[src/rtl/rv32i_types.sv]
// Shared RV32I type definitions.
//   branch_funct3_t : funct3 encodings for conditional branches (codes 010/011 are unused)
//   bctrl_state_t   : branch_ctrl redirect FSM states
package rv32i_types;

  typedef enum logic [2:0] {
    F3Beq  = 3'b000,
    F3Bne  = 3'b001,
    F3Blt  = 3'b100,
    F3Bge  = 3'b101,
    F3Bltu = 3'b110,
    F3Bgeu = 3'b111
  } branch_funct3_t;

  typedef enum logic [1:0] {
    StRun,
    StRedirect,
    StDrain
  } bctrl_state_t;

  localparam logic [31:0] InstrBytes = 32'd4;

endpackage

[src/rtl/branch_ctrl_cmp.sv]
// Funct3-coded branch condition comparator (purely combinational).
//   funct3 : branch condition select
//   a, b   : rs1 / rs2 operands
//   taken  : condition result; unused funct3 codes evaluate to not-taken
module branch_ctrl_cmp
  import rv32i_types::*;
(
  input  branch_funct3_t funct3,
  input  logic [31:0]    a,
  input  logic [31:0]    b,
  output logic           taken
);

  always_comb begin
    taken = 1'b0;
    case (funct3)
      F3Beq:   taken = (a == b);
      F3Bne:   taken = (a != b);
      F3Blt:   taken = ($signed(a) <  $signed(b));
      F3Bge:   taken = ($signed(a) >= $signed(b));
      F3Bltu:  taken = (a <  b);
      F3Bgeu:  taken = (a >= b);
      default: taken = 1'b0;
    endcase
  end

endmodule

[src/rtl/branch_ctrl.sv]
// Branch resolution and fetch-redirect controller in the EXE stage.
// Resolves branches/JAL/JALR, detects mispredictions, drives a held redirect
// request to fetch plus a one-cycle drain flush, trains the BHT and keeps
// saturating branch / mispredict counters. All outputs are registered.
//   clk, rst_n                        : clock, async active-low reset
//   exe_valid, exe_stall              : EXE occupancy and freeze
//   exe_is_br/_jal/_jalr, exe_funct3  : instruction class and branch condition
//   rs1_data, rs2_data, exe_pc, exe_imm : operands
//   pred_taken, pred_target           : fetch-time prediction
//   fetch_ready                       : fetch accepts the redirect
//   redirect_valid, redirect_pc, flush: redirect request and pipeline kill
//   bht_upd_valid/_taken/_pc          : predictor training pulse
//   br_count, mispred_count           : performance counters
module branch_ctrl
  import rv32i_types::*;
(
  input  logic           clk,
  input  logic           rst_n,
  input  logic           exe_valid,
  input  logic           exe_stall,
  input  logic           exe_is_br,
  input  logic           exe_is_jal,
  input  logic           exe_is_jalr,
  input  branch_funct3_t exe_funct3,
  input  logic [31:0]    rs1_data,
  input  logic [31:0]    rs2_data,
  input  logic [31:0]    exe_pc,
  input  logic [31:0]    exe_imm,
  input  logic           pred_taken,
  input  logic [31:0]    pred_target,
  input  logic           fetch_ready,
  output logic           redirect_valid,
  output logic [31:0]    redirect_pc,
  output logic           flush,
  output logic           bht_upd_valid,
  output logic           bht_upd_taken,
  output logic [31:0]    bht_upd_pc,
  output logic [31:0]    br_count,
  output logic [31:0]    mispred_count
);

  bctrl_state_t state;

  logic        cond_taken;
  logic        resolve;
  logic        actual_taken;
  logic [31:0] target;
  logic [31:0] seq_pc;
  logic [31:0] correct_pc;
  logic        mispredict;

  branch_ctrl_cmp u_cmp (
    .funct3 (exe_funct3),
    .a      (rs1_data),
    .b      (rs2_data),
    .taken  (cond_taken)
  );

  // Only RUN resolves; anything in EXE during REDIRECT/DRAIN is wrong-path.
  assign resolve = exe_valid && !exe_stall && (state == StRun) &&
                   (exe_is_br || exe_is_jal || exe_is_jalr);

  assign actual_taken = exe_is_br ? cond_taken : (exe_is_jal || exe_is_jalr);
  assign target       = exe_is_jalr ? ((rs1_data + exe_imm) & ~32'd1) : (exe_pc + exe_imm);
  assign seq_pc       = exe_pc + InstrBytes;
  assign correct_pc   = actual_taken ? target : seq_pc;
  // Target mismatch only matters when the instruction is actually taken.
  assign mispredict   = (actual_taken != pred_taken) ||
                        (actual_taken && (target != pred_target));

  always_ff @(posedge clk or negedge rst_n) begin
    if (!rst_n) begin
      state          <= StRun;
      redirect_valid <= 1'b0;
      redirect_pc    <= '0;
      flush          <= 1'b0;
      bht_upd_valid  <= 1'b0;
      bht_upd_taken  <= 1'b0;
      bht_upd_pc     <= '0;
      br_count       <= '0;
      mispred_count  <= '0;
    end else begin
      bht_upd_valid <= resolve && exe_is_br;
      if (resolve && exe_is_br) begin
        bht_upd_taken <= actual_taken;
        bht_upd_pc    <= exe_pc;
      end

      if (resolve && (br_count != '1)) begin
        br_count <= br_count + 32'd1;
      end
      if (resolve && mispredict && (mispred_count != '1)) begin
        mispred_count <= mispred_count + 32'd1;
      end

      case (state)
        StRun: begin
          redirect_valid <= 1'b0;
          flush          <= 1'b0;
          if (resolve && mispredict) begin
            state          <= StRedirect;
            redirect_pc    <= correct_pc;
            redirect_valid <= 1'b1;
            flush          <= 1'b1;
          end
        end
        StRedirect: begin
          // redirect_pc is held; request stays up until fetch takes it.
          if (fetch_ready) begin
            state          <= StDrain;
            redirect_valid <= 1'b0;
            flush          <= 1'b1;
          end
        end
        StDrain: begin
          state          <= StRun;
          redirect_valid <= 1'b0;
          flush          <= 1'b0;
        end
        default: begin
          state          <= StRun;
          redirect_valid <= 1'b0;
          flush          <= 1'b0;
        end
      endcase
    end
  end

endmodule

[config.mk]
export PLATFORM = sky130hd
export DESIGN_NAME = branch_ctrl
export DESIGN_NICKNAME = d
export VERILOG_FILES = /design/src/rtl/rv32i_types.sv /design/src/rtl/branch_ctrl_cmp.sv /design/src/rtl/branch_ctrl.sv
export SDC_FILE = /design/constraint.sdc
export NUM_CORES = 1
export LEC_CHECK = 0
export ABC_AREA = 0
export BUFFER_PORTS_ARGS = -buffer_cell sky130_fd_sc_hd__clkbuf_2
export CORE_UTILIZATION = 44
export DETAILED_ROUTE_END_ITERATION = 16
export PLACE_DENSITY = 0.7
export SLEW_MARGIN = 40
export SYNTH_ARGS = -nofsm -noshare
export SYNTH_HDL_FRONTEND = slang
export SYNTH_SLANG_ARGS = --single-unit
[constraint.sdc]
create_clock -name clk -period 7.9 [get_ports clk]
set_input_delay 0.395 -clock clk [delete_from_list [all_inputs] [get_ports clk]]
set_output_delay 0.395 -clock clk [all_outputs]
set_load 0.1 [all_outputs]
==> results of run 1 <==
==> critical path: cells and delay by family <==
kind	cells	cell delay, ns
AO/OA/AOI/OAI	7	2.70
adder cells (fa/ha/maj)	1	0.38
buffers and inverters	3	0.83
multiplexers	1	0.34
AND/OR/NAND/NOR	2	0.75
==> placed cells by master, fill, tap and decap left out, types with 37 or more instances in the layout <==
master / netlist / final
a21oi_1: 90 / 90
and3_1: 37 / 37
clkbuf_2: 0 / 302
dfrtp_1: 134 / 134
ha_1: 96 / 96
inv_1: 67 / 67
nand2_1: 196 / 196
nand3_1: 76 / 76
nand4_1: 38 / 38
nor2_1: 106 / 106
nor3_1: 38 / 38
o21ai_0: 64 / 64
xnor2_1: 81 / 81
xor2_1: 70 / 70
==> path summary, 6_finish.rpt <==
path                                start  slack (ns)         endpoint
min                                 rst_n        0.04   bht_upd_pc[23]
min reg2reg                bht_upd_pc[27]        0.47   bht_upd_pc[27]
max reg2reg                      state[1]        4.44   redirect_pc[9]
min in group clk              fetch_ready        0.22         state[1]
max                          rs1_data[31]        2.77   redirect_pc[9]
max in group asynchronous           rst_n        6.69  redirect_pc[13]
==> area by class of cell <==
class | instances | area [um^2]
clock buffer | 18 | 429
tap | 384 | 480
sequential | 134 | 3350
clock inverter | 14 | 153
fill | 2764 | 13500
inverter | 68 | 255
timing repair buffer | 310 | 1600
multi-input combinational | 1304 | 8940
==> power by group through the flow <==
stage | registers (uW) | clock network [uW] | logic [uW]
5_1_grt | 963 | 828 | 2300
2_1_floorplan | 2050 | 0 | 614
4_1_cts | 943 | 797 | 2190
3_5_place_dp | 954 | 0 | 2180
3_3_place_gp | 946 | 0 | 2160
6_report | 943 | 780 | 2190
==> registers in the layout, summed over array words and instances (netlist names) <==
| name | count |
|---|---|
| br_count | 32 |
| bht_upd_pc | 32 |
| redirect_valid | 1 |
| redirect_pc | 32 |
| mispred_count | 32 |
| bht_upd_valid | 1 |
| state | 2 |
| bht_upd_taken | 1 |
| flush | 1 |
==> metrics by stage <==
step	hold WS [ns]	instances	power (uW)	worst slack [ns]	utilization
detailed placement	0.463	2200	3140	2.36	0.509
floorplan	0.0994	1572	2660	3.80	-
global placement	0.459	2198	3110	2.24	0.508
global route	0.0756	2232	4090	2.50	0.530
CTS	0.0581	2232	3930	2.80	0.530
finish	0.0386	2232	3920	2.77	0.530
==> kinds of logic (layout without fill, tap and decap cells) <==
logic type / count (synthesis) / count (layout)
XOR/XNOR: 157 / 157
AND/OR/NAND/NOR: 628 / 628
multiplexers: 63 / 63
buffers and inverters: 134 / 410
AO/OA/AOI/OAI: 358 / 358
adder cells (fa/ha/maj): 98 / 98
flip-flops: 134 / 134
==> cells in the mapped netlist (all sizes together), types with 38 or more instances <==
master | number | share of area
a21oi | 93 | 0.037
clkbuf | 53 | 0.016
dfrtp | 134 | 0.26
ha | 96 | 0.094
inv | 67 | 0.020
mux2 | 46 | 0.040
nand2 | 196 | 0.057
nand3 | 76 | 0.030
nand4 | 38 | 0.019
nor2 | 108 | 0.032
nor3 | 38 | 0.015
o21ai | 69 | 0.027
xnor2 | 81 | 0.055
xor2 | 70 | 0.048
==> metal layers <==
layer,vias up,wire (um)
li1,6259,-
met1,6163,18200
met2,444,20100
met3,71,2540
met4,4,1480
met5,-,26
==> out/metrics.cfg, run 1 <==
[status]
run_status=completed

[sta]
finalHoldViolCount=0
final.period_utilization=0.649
grt_setup_unrepaired=false
tightest_slew_ns=0.784
timing.slew.headroom=0.464
setup_total_negative_slack_ns=0
finalSetupViolCount=0
clock_skew_ns=0.0103
maxSlewViolCount=0
finalCriticalPeriod_ns=5.13
fmaxAchievable_mhz=195

[cts]
clkLatencyLatePin_ns=0.41
num_cts_buffers=17
tritoncts=done
cts.root.buffer_cell=clkbuf_16
cts.hold.buffers_added=0
cts.clk_slew.worst_paths_ns=0.07
max-clock-path-buffers=2
postCtsResizedCells=0
htreeDepth=4
clock_sinks=134
cts.repair_timing.setup_buffer_count=0

[worst_hold_path]
kind_of_path_behind_the_tightest_hold_check=in -> async

[drt]
detail_route.iter0.violations=905
antenna_violating_nets_post_route=0
detail_route.drc_violations=0
via_per_inst=5.80
drt-pass1-iter-count=5
final_routed_wirelength_across_all_metal_layers_um=42400
wl_per_cell_um=19.0
vias=12941

[worst_setup_path]
worst-r2r-cell-count=7
timing.critical_path.arrival_ns=5.42
wp_data_required_ns=8.19
crit_top_cell=a21oi_1
cp_cell_sequence=clkbuf_2 -> ha_1 -> a21oi_1 -> o21ai_0 -> a2111o_1 -> a2111oi_0 -> o21ai_0 -> a21oi_1 -> nor2_1 -> a21oi_1 -> inv_1 -> nor2_4 -> buf_16 -> mux2_1
crit_fanout=20
startpoint_type=primary input
critical-path-max-stage-delay_ns=0.69
worst_path_max_delay_cell=a21oi_1
timing_worst_setup_path_type=in -> reg
worstSetupEndpointType=flop

[floorplanning]
placement_rows=62
core_um2=28700
pin_count=304
start_util=0.446
design.die.area_um2=29800
die_width_um=173
dieHeight_um=173

[synth]
synth-compound-area-share=0.187
synthMuxAreaShare=0.0537
synth_async_sr_flop_share=1.00
synth.yosys.seq_area_share=0.262
ys.flop_type=dfrtp_1
main_combinational_cell_family_by_area_after_synthesis=simple AND/OR/NAND/NOR gates
synth.avg_cell_area_um2=8.15
synthesis.instances=1572
yosys.cell_types.count=83
yosysWarningCount=0
synth_area_in_simple_gates=0.246
synth_edf_count=0
synthAdderAreaFrac=0.0969
netlist_area_um2=12800
postSynthRegisterBits=134
synthXorXnorAreaFrac=0.114
synth.net_count=1842

[place]
routabilityCongestion=0.947
detailed_place_hpwl_um=34500
buffer_ports.inserted=303
post_dp_cell_area_um2=14600

[pwr]
ir_drop_mv=0.307
power.share.switching=0.548
p_comb_frac=0.560
power.clock.fraction=0.199
power.static_leakage_uw=0.00738
pwr-share-seq=0.241
power_density_nw_per_um2=257
cellInternalPower_uw=1770
p_switching_uw=2150

[global_routing]
groute.layer.met1.usage=0.362
grt_pass1_vias=12313
gr-max-usage-layer=met2
gr_met2_demand_resource=0.472
antenna_found_initial=2
first_pass_grt_wire_length_um=66800
grt_overflow=0
grtUsageTotal=0.281
globalRouteMet3Util=0.0495
grt_start_max_net_pins=89

[final_layout]
finalNetCount=2105
area_growth_from_synthesis_to_final_layout_pct=18.8
finish.instance_area_um2=15200
drive_above_1_share=0.209
antennaDiodeCount=0

[run]
maxCapViolations=0

(Power assumes the default switching activity.)
==> inputs of run 2 (changes only) <==
--- a/config.mk
+++ b/config.mk
@@ -9,7 +9,7 @@
 export BUFFER_PORTS_ARGS = -buffer_cell sky130_fd_sc_hd__clkbuf_2
 export CORE_UTILIZATION = 44
 export DETAILED_ROUTE_END_ITERATION = 16
-export PLACE_DENSITY = 0.7
+export PLACE_DENSITY = 0.72
 export SLEW_MARGIN = 40
 export SYNTH_ARGS = -nofsm -noshare
 export SYNTH_HDL_FRONTEND = slang
==> constraint.sdc (replaced) <==
create_clock -name clk -period 4.3 [get_ports clk]
set_input_delay 0.215 -clock clk [delete_from_list [all_inputs] [get_ports clk]]
set_output_delay 0.215 -clock clk [all_outputs]
set_load 0.1 [all_outputs]
==> run 2 against run 1 <==
Combinational power increased by 97%; sequential power rose by 83%; clock-buffer cell count up 2; wire length is 4.8% higher.
==> out/metrics.cfg, run 2 (same netlist as run 1, synthesis figures left out) <==
[final_layout]
antennaDiodeCount=0  ; unchanged
area_growth_from_synthesis_to_final_layout_pct=32.5
drive_above_1_share=0.292  ; +0.0829
finish.instance_area_um2=17000  ; +12%
finalNetCount=2324  ; +10%
leading_cell_type_in_the_layout_fill_and_taps_excluded=clkbuf_2
layout_common_cells=302 x clkbuf_2, 216 x buf_4, 196 x nand2_1, 134 x dfrtp_1, 106 x nor2_1
n_fill_cell=2662  ; -3.7%

[drt]
detail_route.drc_violations=0  ; unchanged
vias=13877  ; +7.2%
final_routed_wirelength_across_all_metal_layers_um=44400  ; +4.8%
detail_route.iter0.violations=1007  ; +11%
antenna_violating_nets_post_route=0  ; unchanged
drt-pass1-iter-count=5  ; unchanged
wl_per_cell_um=18.1  ; -4.6%
via_per_inst=5.66  ; -2.3%

[status]
run_status=completed

[sta]
maxSlewViolCount=0  ; unchanged
grt_setup_unrepaired=false
fmaxAchievable_mhz=245
tightest_slew_ns=0.738  ; -0.0459 ns
finalCriticalPeriod_ns=4.08
final.period_utilization=0.949
clock_skew_ns=0.00868  ; -0.00157 ns
finalHoldViolCount=0  ; unchanged
fin_hold_ws_ns=0.0387  ; +0.0000276 ns
timing.slew.headroom=0.508  ; +0.0441
setup_total_negative_slack_ns=0  ; unchanged
finalSetupViolCount=0  ; unchanged

[floorplanning]
placement_rows=62  ; unchanged
die_width_um=173  ; unchanged
start_util=0.446  ; unchanged
dieHeight_um=173  ; unchanged
pin_count=304  ; unchanged
design.die.area_um2=29800  ; unchanged
core_um2=28700  ; unchanged

[worst_setup_path]
crit_top_cell=mux2_2
cp_cell_sequence=clkbuf_2 -> ha_1 -> inv_1 -> fa_1 -> nor2b_1 -> o211ai_1 -> a21oi_1 -> a21oi_2 -> a211oi_1 -> mux2_2 -> nor4b_1 -> nor4bb_1 -> nand4_1 -> nor4_4 -> buf_4 -> buf_6 -> nor2_1 -> mux2_2
worstSetupEndpointType=flop
timing_worst_setup_path_type=in -> reg
wp_data_required_ns=4.60  ; -3.59 ns
worst-r2r-cell-count=11  ; +4
timing.critical_path.depth=18  ; +4
critical-path-max-stage-delay_ns=0.48  ; -0.21 ns
timing.critical_path.arrival_ns=4.38  ; -1.04 ns
crit_fanout=33  ; +65%
critical_path.n_buffers_inverters=4  ; +1
critPathTopFamily=simple AND/OR/NAND/NOR gates
startpoint_type=primary input
worst_path_max_delay_cell=nor4b_1

[pwr]
power.static_leakage_uw=0.00848  ; +15%
power_density_nw_per_um2=447  ; +73%
ir_drop_mv=0.565  ; +84%

[run]
maxCapViolations=0  ; unchanged

[cts]
max-clock-path-buffers=2  ; unchanged
cts.root.buffer_cell=clkbuf_16
tritoncts=done
num_cts_buffers=17  ; unchanged
cts.clk_slew.worst_paths_ns=0.06  ; about the same
clock_sinks=134  ; unchanged
htreeDepth=4  ; unchanged
clkLatencyLatePin_ns=0.42  ; about the same

[global_routing]
grtUsageTotal=0.295  ; +0.0137
antenna_found_initial=1  ; -1
grt_start_max_net_pins=96  ; +7.9%
grt_pass1_vias=13283  ; +7.9%
first_pass_grt_wire_length_um=70300  ; +5.3%
grt_overflow=0  ; unchanged

[worst_hold_path]
kind_of_path_behind_the_tightest_hold_check=in -> reg
holdPathStages=2

[place]
detailed_place_hpwl_um=36700  ; +6.2%
routabilityCongestion=0.948  ; +0.12%
buffer_ports.inserted=303  ; unchanged
post_dp_cell_area_um2=16300  ; +12%

run 2: timing repair:
item | 4_1_cts | 5_1_grt
setup endpoints to repair | 0 | 53
hold buffers | 1 | 0
buffers inserted | 0 | 3
gates resized for setup | 0 | 1
endpoints found under the hold margin | 94 | 0
run 2: cell type report:
cell class                 instances  area, um^2  share of cell area
tap                              384         480              0.0283
inverter                          68         255              0.0150
multi-input combinational       1304        8930               0.526
clock inverter                    11         150             0.00885
sequential                       134        3350               0.198
timing repair buffer             529        3340               0.197
clock buffer                      20         467              0.0275
run 2: per-stage QoR:
| stage | cells | util | power (uW) | setup slack, ns |
|---|---|---|---|---|
| 2_1_floorplan | 1572 | - | 4890 | 0.378 |
| 3_3_place_gp | 2414 | 0.567 | 5980 | -0.307 |
| 3_5_place_dp | 2415 | 0.568 | 6040 | -0.381 |
| 4_1_cts | 2447 | 0.590 | 7580 | 0.0378 |
| 5_1_grt | 2450 | 0.591 | 7890 | 0.00475 |
| 6_report | 2450 | 0.591 | 7580 | 0.218 |
run 2: power by group:
group          total (uW)  leakage [uW]  internal [uW]  switching, uW
clock network        1530      0.000286            956            571
logic                4320       0.00649           1080           3240
registers            1730       0.00170           1540            193
total                7580       0.00848           3580           4000
run 2: worst reg2reg max path: cells and delay by family, from the launching register on:
kind	cells	cell delay [ns]
XOR/XNOR	1	0.14
AO/OA/AOI/OAI	1	0.20
flip-flops	1	0.38
AND/OR/NAND/NOR	8	2.31
buffers and inverters	1	0.18
run 2: layer usage:
metal	vias to the layer above	track usage	wire length, um	part of all wire
li1	6686	-	-	-
met1	6547	0.378	18800	0.42
met2	537	0.495	21000	0.47
met3	105	0.0431	2720	0.061
met4	2	0.126	1820	0.041
met5	-	0	13	0.00029
run 2: worst paths after layout:
kind                                     to           start  slack (ns)
min                                state[0]     fetch_ready        0.04
max reg2reg                    br_count[27]        state[1]        0.97
min reg2reg                  bht_upd_pc[27]  bht_upd_pc[27]        0.48
max in group asynchronous      br_count[28]           rst_n        2.83
min in group asynchronous  mispred_count[6]           rst_n        0.38
max                        mispred_count[1]       exe_pc[0]        0.22
